File: src/rtl/enc83_pkg.sv
// rtl/enc83_pkg.sv - shared types, widths and helpers for the sequential 8-to-3 encoder
//   Contents: enc83_state_t (IDLE, SEND), ENC83_LINES, ENC83_CODE_W, popcount8()
package enc83_pkg;

    localparam int ENC83_LINES  = 8;
    localparam int ENC83_CODE_W = 3;

    typedef enum logic {
        IDLE = 1'b0,
        SEND = 1'b1
    } enc83_state_t;

    function automatic logic [3:0] popcount8(input logic [ENC83_LINES-1:0] v);
        logic [3:0] n;
        n = '0;
        for (int i = 0; i < ENC83_LINES; i++) begin
            n = n + {3'b000, v[i]};
        end
        return n;
    endfunction

endpackage

File: src/rtl/enc83_prio.sv
// rtl/enc83_prio.sv - combinational highest-set-bit finder
//   Ports: vec (8-bit line vector) -> idx (index of highest set bit, 0 when vec is zero),
//          zero (vec has no set bit), single (vec has exactly one set bit)
module enc83_prio
    import enc83_pkg::*;
(
    input  logic [ENC83_LINES-1:0]  vec,
    output logic [ENC83_CODE_W-1:0] idx,
    output logic                    zero,
    output logic                    single
);

    localparam logic [ENC83_LINES-1:0] ONE = 1;

    always_comb begin
        idx = '0;
        // Ascending scan: a later (higher) set bit overrides, leaving the highest.
        for (int i = 0; i < ENC83_LINES; i++) begin
            if (vec[i]) begin
                idx = i[ENC83_CODE_W-1:0];
            end
        end
        zero   = (vec == '0);
        // v & (v-1) clears the lowest set bit; zero result means at most one bit.
        single = !zero && ((vec & (vec - ONE)) == '0);
    end

endmodule

File: src/rtl/enc83_seq.sv
// rtl/enc83_seq.sv - sequential 8-to-3 encoder, serializes set lines highest first
//   Ports: clk, rst_n (async, active-low)
//          in_valid/in_ready/d/e  - vector input handshake; e=0 treats d as zero
//          out_valid/out_ready/a/none/last - code output stream
//          count - popcount of accepted vector, only when ENC83_COUNT_EN is defined
module enc83_seq
    import enc83_pkg::*;
(
    input  logic                    clk,
    input  logic                    rst_n,
    input  logic                    in_valid,
    output logic                    in_ready,
    input  logic [ENC83_LINES-1:0]  d,
    input  logic                    e,
    output logic                    out_valid,
    input  logic                    out_ready,
    output logic [ENC83_CODE_W-1:0] a,
    output logic                    none,
    output logic                    last
`ifdef ENC83_COUNT_EN
    ,
    output logic [3:0]              count
`endif
);

    localparam logic [ENC83_LINES-1:0] ONE = 1;

    enc83_state_t            state, state_nxt;
    logic [ENC83_LINES-1:0]  pend, pend_nxt;
    logic [ENC83_LINES-1:0]  eff;
    logic [ENC83_CODE_W-1:0] hi_idx;
    logic                    hi_zero, hi_single;
    logic                    accept;

    assign eff = e ? d : '0;

    enc83_prio u_prio (
        .vec    (pend),
        .idx    (hi_idx),
        .zero   (hi_zero),
        .single (hi_single)
    );

    always_ff @(posedge clk or negedge rst_n) begin
        if (!rst_n) begin
            state <= IDLE;
            pend  <= '0;
        end else begin
            state <= state_nxt;
            pend  <= pend_nxt;
        end
    end

`ifdef ENC83_COUNT_EN
    // Loaded only on accept, so it stays put across every beat of the vector.
    always_ff @(posedge clk or negedge rst_n) begin
        if (!rst_n) begin
            count <= '0;
        end else if (accept) begin
            count <= popcount8(eff);
        end
    end
`endif

    // Outputs depend only on state and pend, never on the inputs.
    always_comb begin
        state_nxt = state;
        pend_nxt  = pend;
        in_ready  = 1'b0;
        out_valid = 1'b0;
        a         = '0;
        none      = 1'b0;
        last      = 1'b0;
        accept    = 1'b0;
        case (state)
            IDLE: begin
                in_ready = 1'b1;
                if (in_valid) begin
                    accept    = 1'b1;
                    pend_nxt  = eff;
                    state_nxt = SEND;
                end
            end
            SEND: begin
                out_valid = 1'b1;
                a         = hi_idx;
                none      = hi_zero;
                last      = hi_zero || hi_single;
                if (out_ready) begin
                    pend_nxt = pend & ~(ONE << hi_idx);
                    if (hi_zero || hi_single) begin
                        state_nxt = IDLE;
                    end
                end
            end
        endcase
    end

endmodule

File: config.mk
export PLATFORM = sky130hd
export DESIGN_NAME = enc83_seq
export DESIGN_NICKNAME = d
export VERILOG_FILES = /design/src/rtl/enc83_pkg.sv /design/src/rtl/enc83_prio.sv /design/src/rtl/enc83_seq.sv
export SDC_FILE = /design/constraint.sdc
export NUM_CORES = 1
export LEC_CHECK = 0
export ABC_AREA = 1
export BUFFER_PORTS_ARGS = -buffer_cell sky130_fd_sc_hd__buf_2
export CAP_MARGIN = 0
export CORE_MARGIN = 8
export CORE_UTILIZATION = 45
export CTS_CLUSTER_SIZE = 20
export DETAILED_ROUTE_END_ITERATION = 10
export PLACE_DENSITY = 0.78
export SLEW_MARGIN = 30
export SYNTH_ARGS = -nofsm -noshare
export SYNTH_HDL_FRONTEND = slang
export SYNTH_SLANG_ARGS = --single-unit
File: constraint.sdc
create_clock -name clk -period 3.25 [get_ports clk]
set_clock_uncertainty 0.15 [all_clocks]
set_input_delay 0.975 -clock clk [delete_from_list [all_inputs] [get_ports clk]]
set_output_delay 0.975 -clock clk [all_outputs]
set_load 0.02 [all_outputs]
======== Yosys cells after proc, flatten, opt, wreduce, memory -nomap -nowiden ========
Index checks and enable logic that the tools add are counted.
word-level totals
  bits in registers ....................... 9
  latch bits .............................. 0
  bits in writable memories ............... 0
  bits in read-only memories .............. 0
  bits of input ports ..................... 13
  output and inout bits ................... 7
  logic and storage cells ................. 36
  memories kept ........................... 0
cells by class
  add/sub/neg operators ................... 1
  $mul .................................... 0
  div/mod/pow operators ................... 0
  $lt $le $gt $ge ......................... 0
  equal/unequal tests ..................... 2
  shift-type cells ........................ 1
  mux-type cells .......................... 20
  bitwise logic cells ..................... 4
  reductions and logical operators ........ 6
operators by type and width
  kind                                               number
  two-way mux 8 bit                                  3
  AND 8 bit                                          2
  zero test 8 bit                                    2
  case mux 8 bit (2 select lines)                    1
  two-way mux 3 bit                                  5
  two-way mux 1 bit                                  8
  NOT 8 bit                                          1
  << shifter 1 x 3 -> 8 bit (first input constant)   1
  subtractor 8 x 1 -> 8 bit (second input constant)  1
  two-way mux 2 bit                                  2
  inequality test 2 bit (second input constant)      2
  case mux 1 bit (2 select lines)                    1
  AND reduction 2 bit                                1
  logical AND 1 bit                                  1
  zero test 1 bit                                    1
  logical OR 1 bit                                   1
  NOT 1 bit                                          1

======== Longest topological paths before layout ========
  depth after elaboration ................. 12
  mapped depth ............................ 9
  depth with buffers taken out ............ 9

======== Modules after synthesis ========
From an unflattened synthesis, not the netlist that was laid out.
unflattened totals
  cell total of the unflattened synthesis .. 101
  area total of the unflattened synthesis .. 664.4 µm²
by module, submodules not included
  module      times used  cells each  area each (µm²)  sequential area each (µm²)
  enc83_seq   1           72          499.2            225.2
  enc83_prio  1           29          165.2            0.0

======== Least setup slack after synthesis ========
No wires, ideal clock.
  path kind ............................... flip-flop to output port
  from .................................... register state
  to ...................................... output none
  arrival ................................. 1302 ps
  data required time ...................... 2125 ps
  setup slack ............................. 823 ps
  stages on the path, launching flop included .. 4
  path buffers ............................ 1
  cell sequence ........................... dfrtp_1 buf_6 inv_1 nor3_1
between the ends
  longest elaborated chain between the ends .. 1
RTL lines
  what                    line             text
  start, declared         enc83_seq.sv:28  enc83_state_t state, state_nxt;
  start signal, assigned  enc83_seq.sv:49  state <= state_nxt;
  two-way mux 1 bit       enc83_seq.sv:75  case (state)
  end, declared           enc83_seq.sv:18  output logic none,
Every way passes these cells.

======== Worst setup path in the final report ========
  from .................................... register pend[4]
  to ...................................... output last
between the ends
  longest elaborated chain between the ends .. 6
  elaborated cells on any way between the ends .. 8
  classes of those cells .................. 1 x add/sub; 1 x mux; 1 x bitwise; 5 x reduce/logical
RTL lines
  what                       line              text
  start, declared            enc83_seq.sv:29   logic [ENC83_LINES-1:0] pend, pend_nxt;
  start signal, assigned     enc83_seq.sv:50   pend <= pend_nxt;
  subtractor 8 x 1 -> 8 bit  enc83_prio.sv:25  single = !zero && ((vec & (vec - ONE)) == '0);
  AND 8 bit                  enc83_prio.sv:25
  zero test 8 bit            enc83_prio.sv:25
  logical AND 1 bit          enc83_prio.sv:25
  logical OR 1 bit *         enc83_seq.sv:88   last = hi_zero || hi_single;
  two-way mux 1 bit *        enc83_seq.sv:75
  end, declared              enc83_seq.sv:19   output logic last
Every way passes the cells marked *; elsewhere a longest branch is shown, timed or not.

==> out/metrics.cfg <==
[outcome]
status = complete, no violations

[cells_and_area]
layout-drive-gt1-share_pct = 31.4
syn_to_final_growth_pct = 20.0
layout.nets = 132
nFillCells = 126
layout_commonest_cell = nand2_1
final_cell_mix = 29 x nand2_1, 19 x buf_2, 17 x nand3_1
diodes = 0
stdcell_area_um2 = 774
postLayoutCoreUtil_pct = 58.8

[synth]
seq_area_frac_synth_pct = 34.9
synth_largest_area_cell = dfrtp_1
ys_types = 17
avgSynthCellArea_um2 = 6.73
syn_area_um2 = 646
synth_area_leaders = dfrtp_1 35%, nand2_1 17%, nand3_1 13%
yosys_warnings = 0
ys_seq_elements = 9
yosysTopAreaCellShare_pct = 34.9
synth_cells = 96
syn-num-nets = 109

[grt]
grt_use_total_pct = 11.7
grt_pass1_vias = 631
grt_max_degree = 10
grt_overflow = 0
grt_first_pass_wirelength_um = 2600
antenna_found_initial = 0

[placed_design]
dpl_cell_area_um2 = 748
numPortBuffers = 19
place_hpwl_um = 1290
gp_congestion = 0.946

[worst_setup_path]
cp.arrival_ns = 1.46
path_cells = nor2_4 > nor2_1 > nor2_1 > nand3_1 > nor2_1 > buf_2
cp-start-kind = flip-flop
max_stage_delay_ns = 0.44
worst-setup-path-type = reg2out
slowest_stage = dfrtp_1
path_max_fanout = 5
critical_path_required_ns = 2.12
critical_path.endpoint_type = primary output
critical_path.most_common_cell = nor2_1

[floorplan]
start_util_pct = 49.0
die_area_um2 = 2900
fp.dieH_um = 53.9
die_w_um = 53.9
rows = 13
coreArea_um2 = 1320
io_pins = 20

[worst_hold_path]
hold_path_class = reg2reg

[drt]
antenna_left = 0
postRouteWirelength_um = 1530
post_drt_wl_per_cell_um = 11.5
dr.first_iter.drc_count = 19
vias = 684
drc_errors = 0
firstDrtPassIters = 4
routed_via_density = 5.14

[clock_network]
h-tree-depth = 1
cts_setup_buffers = 0
cts.sinks = 9
cts_tree = yes
cts_buffers = 3
cts_hold_buf = 0
clkTransAtPathRegs_ns = 0.06
clkLatencyLatePin_ns = 0.26
cts.path.max_buffers = 2
cts_resized = 0
cts_root_buf = clkbuf_4

[timing]
period_needed_ns = 2.58
drv_slew = 0
setup_viol = 0
tightest_slew_ns = 0.386
rsz0062_at_grt = no
hold_viol = 0
fin_setup_tns_ns = 0
fin_crit_sh_pct = 79.4
slew_headroom_pct = 74.3
fmax_mhz = 387
whs_ns = 0.371

[power_and_ir_drop]
peakVddDrop_v = 0.000513
p_leak_uw = 0.000439
power_density_nw_per_um2 = 1090
design_power_total_uw = 847

[run]
cap_violations = 0

[cells in the mapped netlist]
library cell,count
o211ai_1,1
inv_1,8
a21oi_2,1
o21ai_1,1
o21ai_0,1
nor2_2,4
nand3_1,17
inv_2,5
dfrtp_1,9
nand2_4,3
nand4_1,1
a21oi_1,2
nor2_4,2
buf_6,1
nand2_1,29
nor2_1,10
nor3_1,1
[critical path, delay by kind of cell, from the launching register on]
family / cells / cell delay, ns
flip-flops: 1 / 0.44
buffers and inverters: 1 / 0.17
AND/OR/NAND/NOR: 5 / 0.59
[metrics by stage]
step                instances  worst slack, ns
floorplan                  96            0.823
global placement          129            0.974
detailed placement        129            0.961
CTS                       133            0.667
global route              133            0.557
finish                    133            0.668
[report_power, final]
part	switching [µW]	internal [µW]
sequential	58.8	154
clock	39.7	47.3
combinational	367	180
total	466	381
[state kept, by name, summed over array words and instances, names as in the netlist]
signal	cells
pend	8
state	1
[path summary, 6_finish.rpt]
kind	startpoint	end	slack (ns)	depth (start not counted)
min	pend[3]	pend[3]	0.37	2
max reg2reg	state	pend[3]	1.83	7
max in group asynchronous	rst_n	pend[5]	2.37	1
min reg2reg	pend[3]	pend[3]	0.37	2
min in group asynchronous	rst_n	pend[6]	0.40	1
max	pend[4]	last	0.67	6
[cell families (layout without fill, tap and decap cells)]
family	after synthesis	after routing	share of synthesized area, %
buf+inv	14	36	9.30
flops	9	9	34.9
compound gates	6	6	5.62
simple gates	67	67	50.2
[metal layers]
layer	share of wire (%)	vias to the layer above	global-route usage (%)
met5	0	-	0
met4	1.0	0	5.88
met3	6.5	2	1.93
met2	48	24	19.9
met1	45	310	13.9
li1	-	348	-
[area by class of cell]
class                      count  area, µm²  share of cell area [%]
clock buffer                   4       26.3                    3.39
inverter                      13       48.8                    6.30
multi-input combinational     73        360                    46.5
sequential                     9        225                    29.1
tap                           15       18.8                    2.42
timing repair buffer          19       95.1                    12.3
Power figures use the tool's default switching activity.
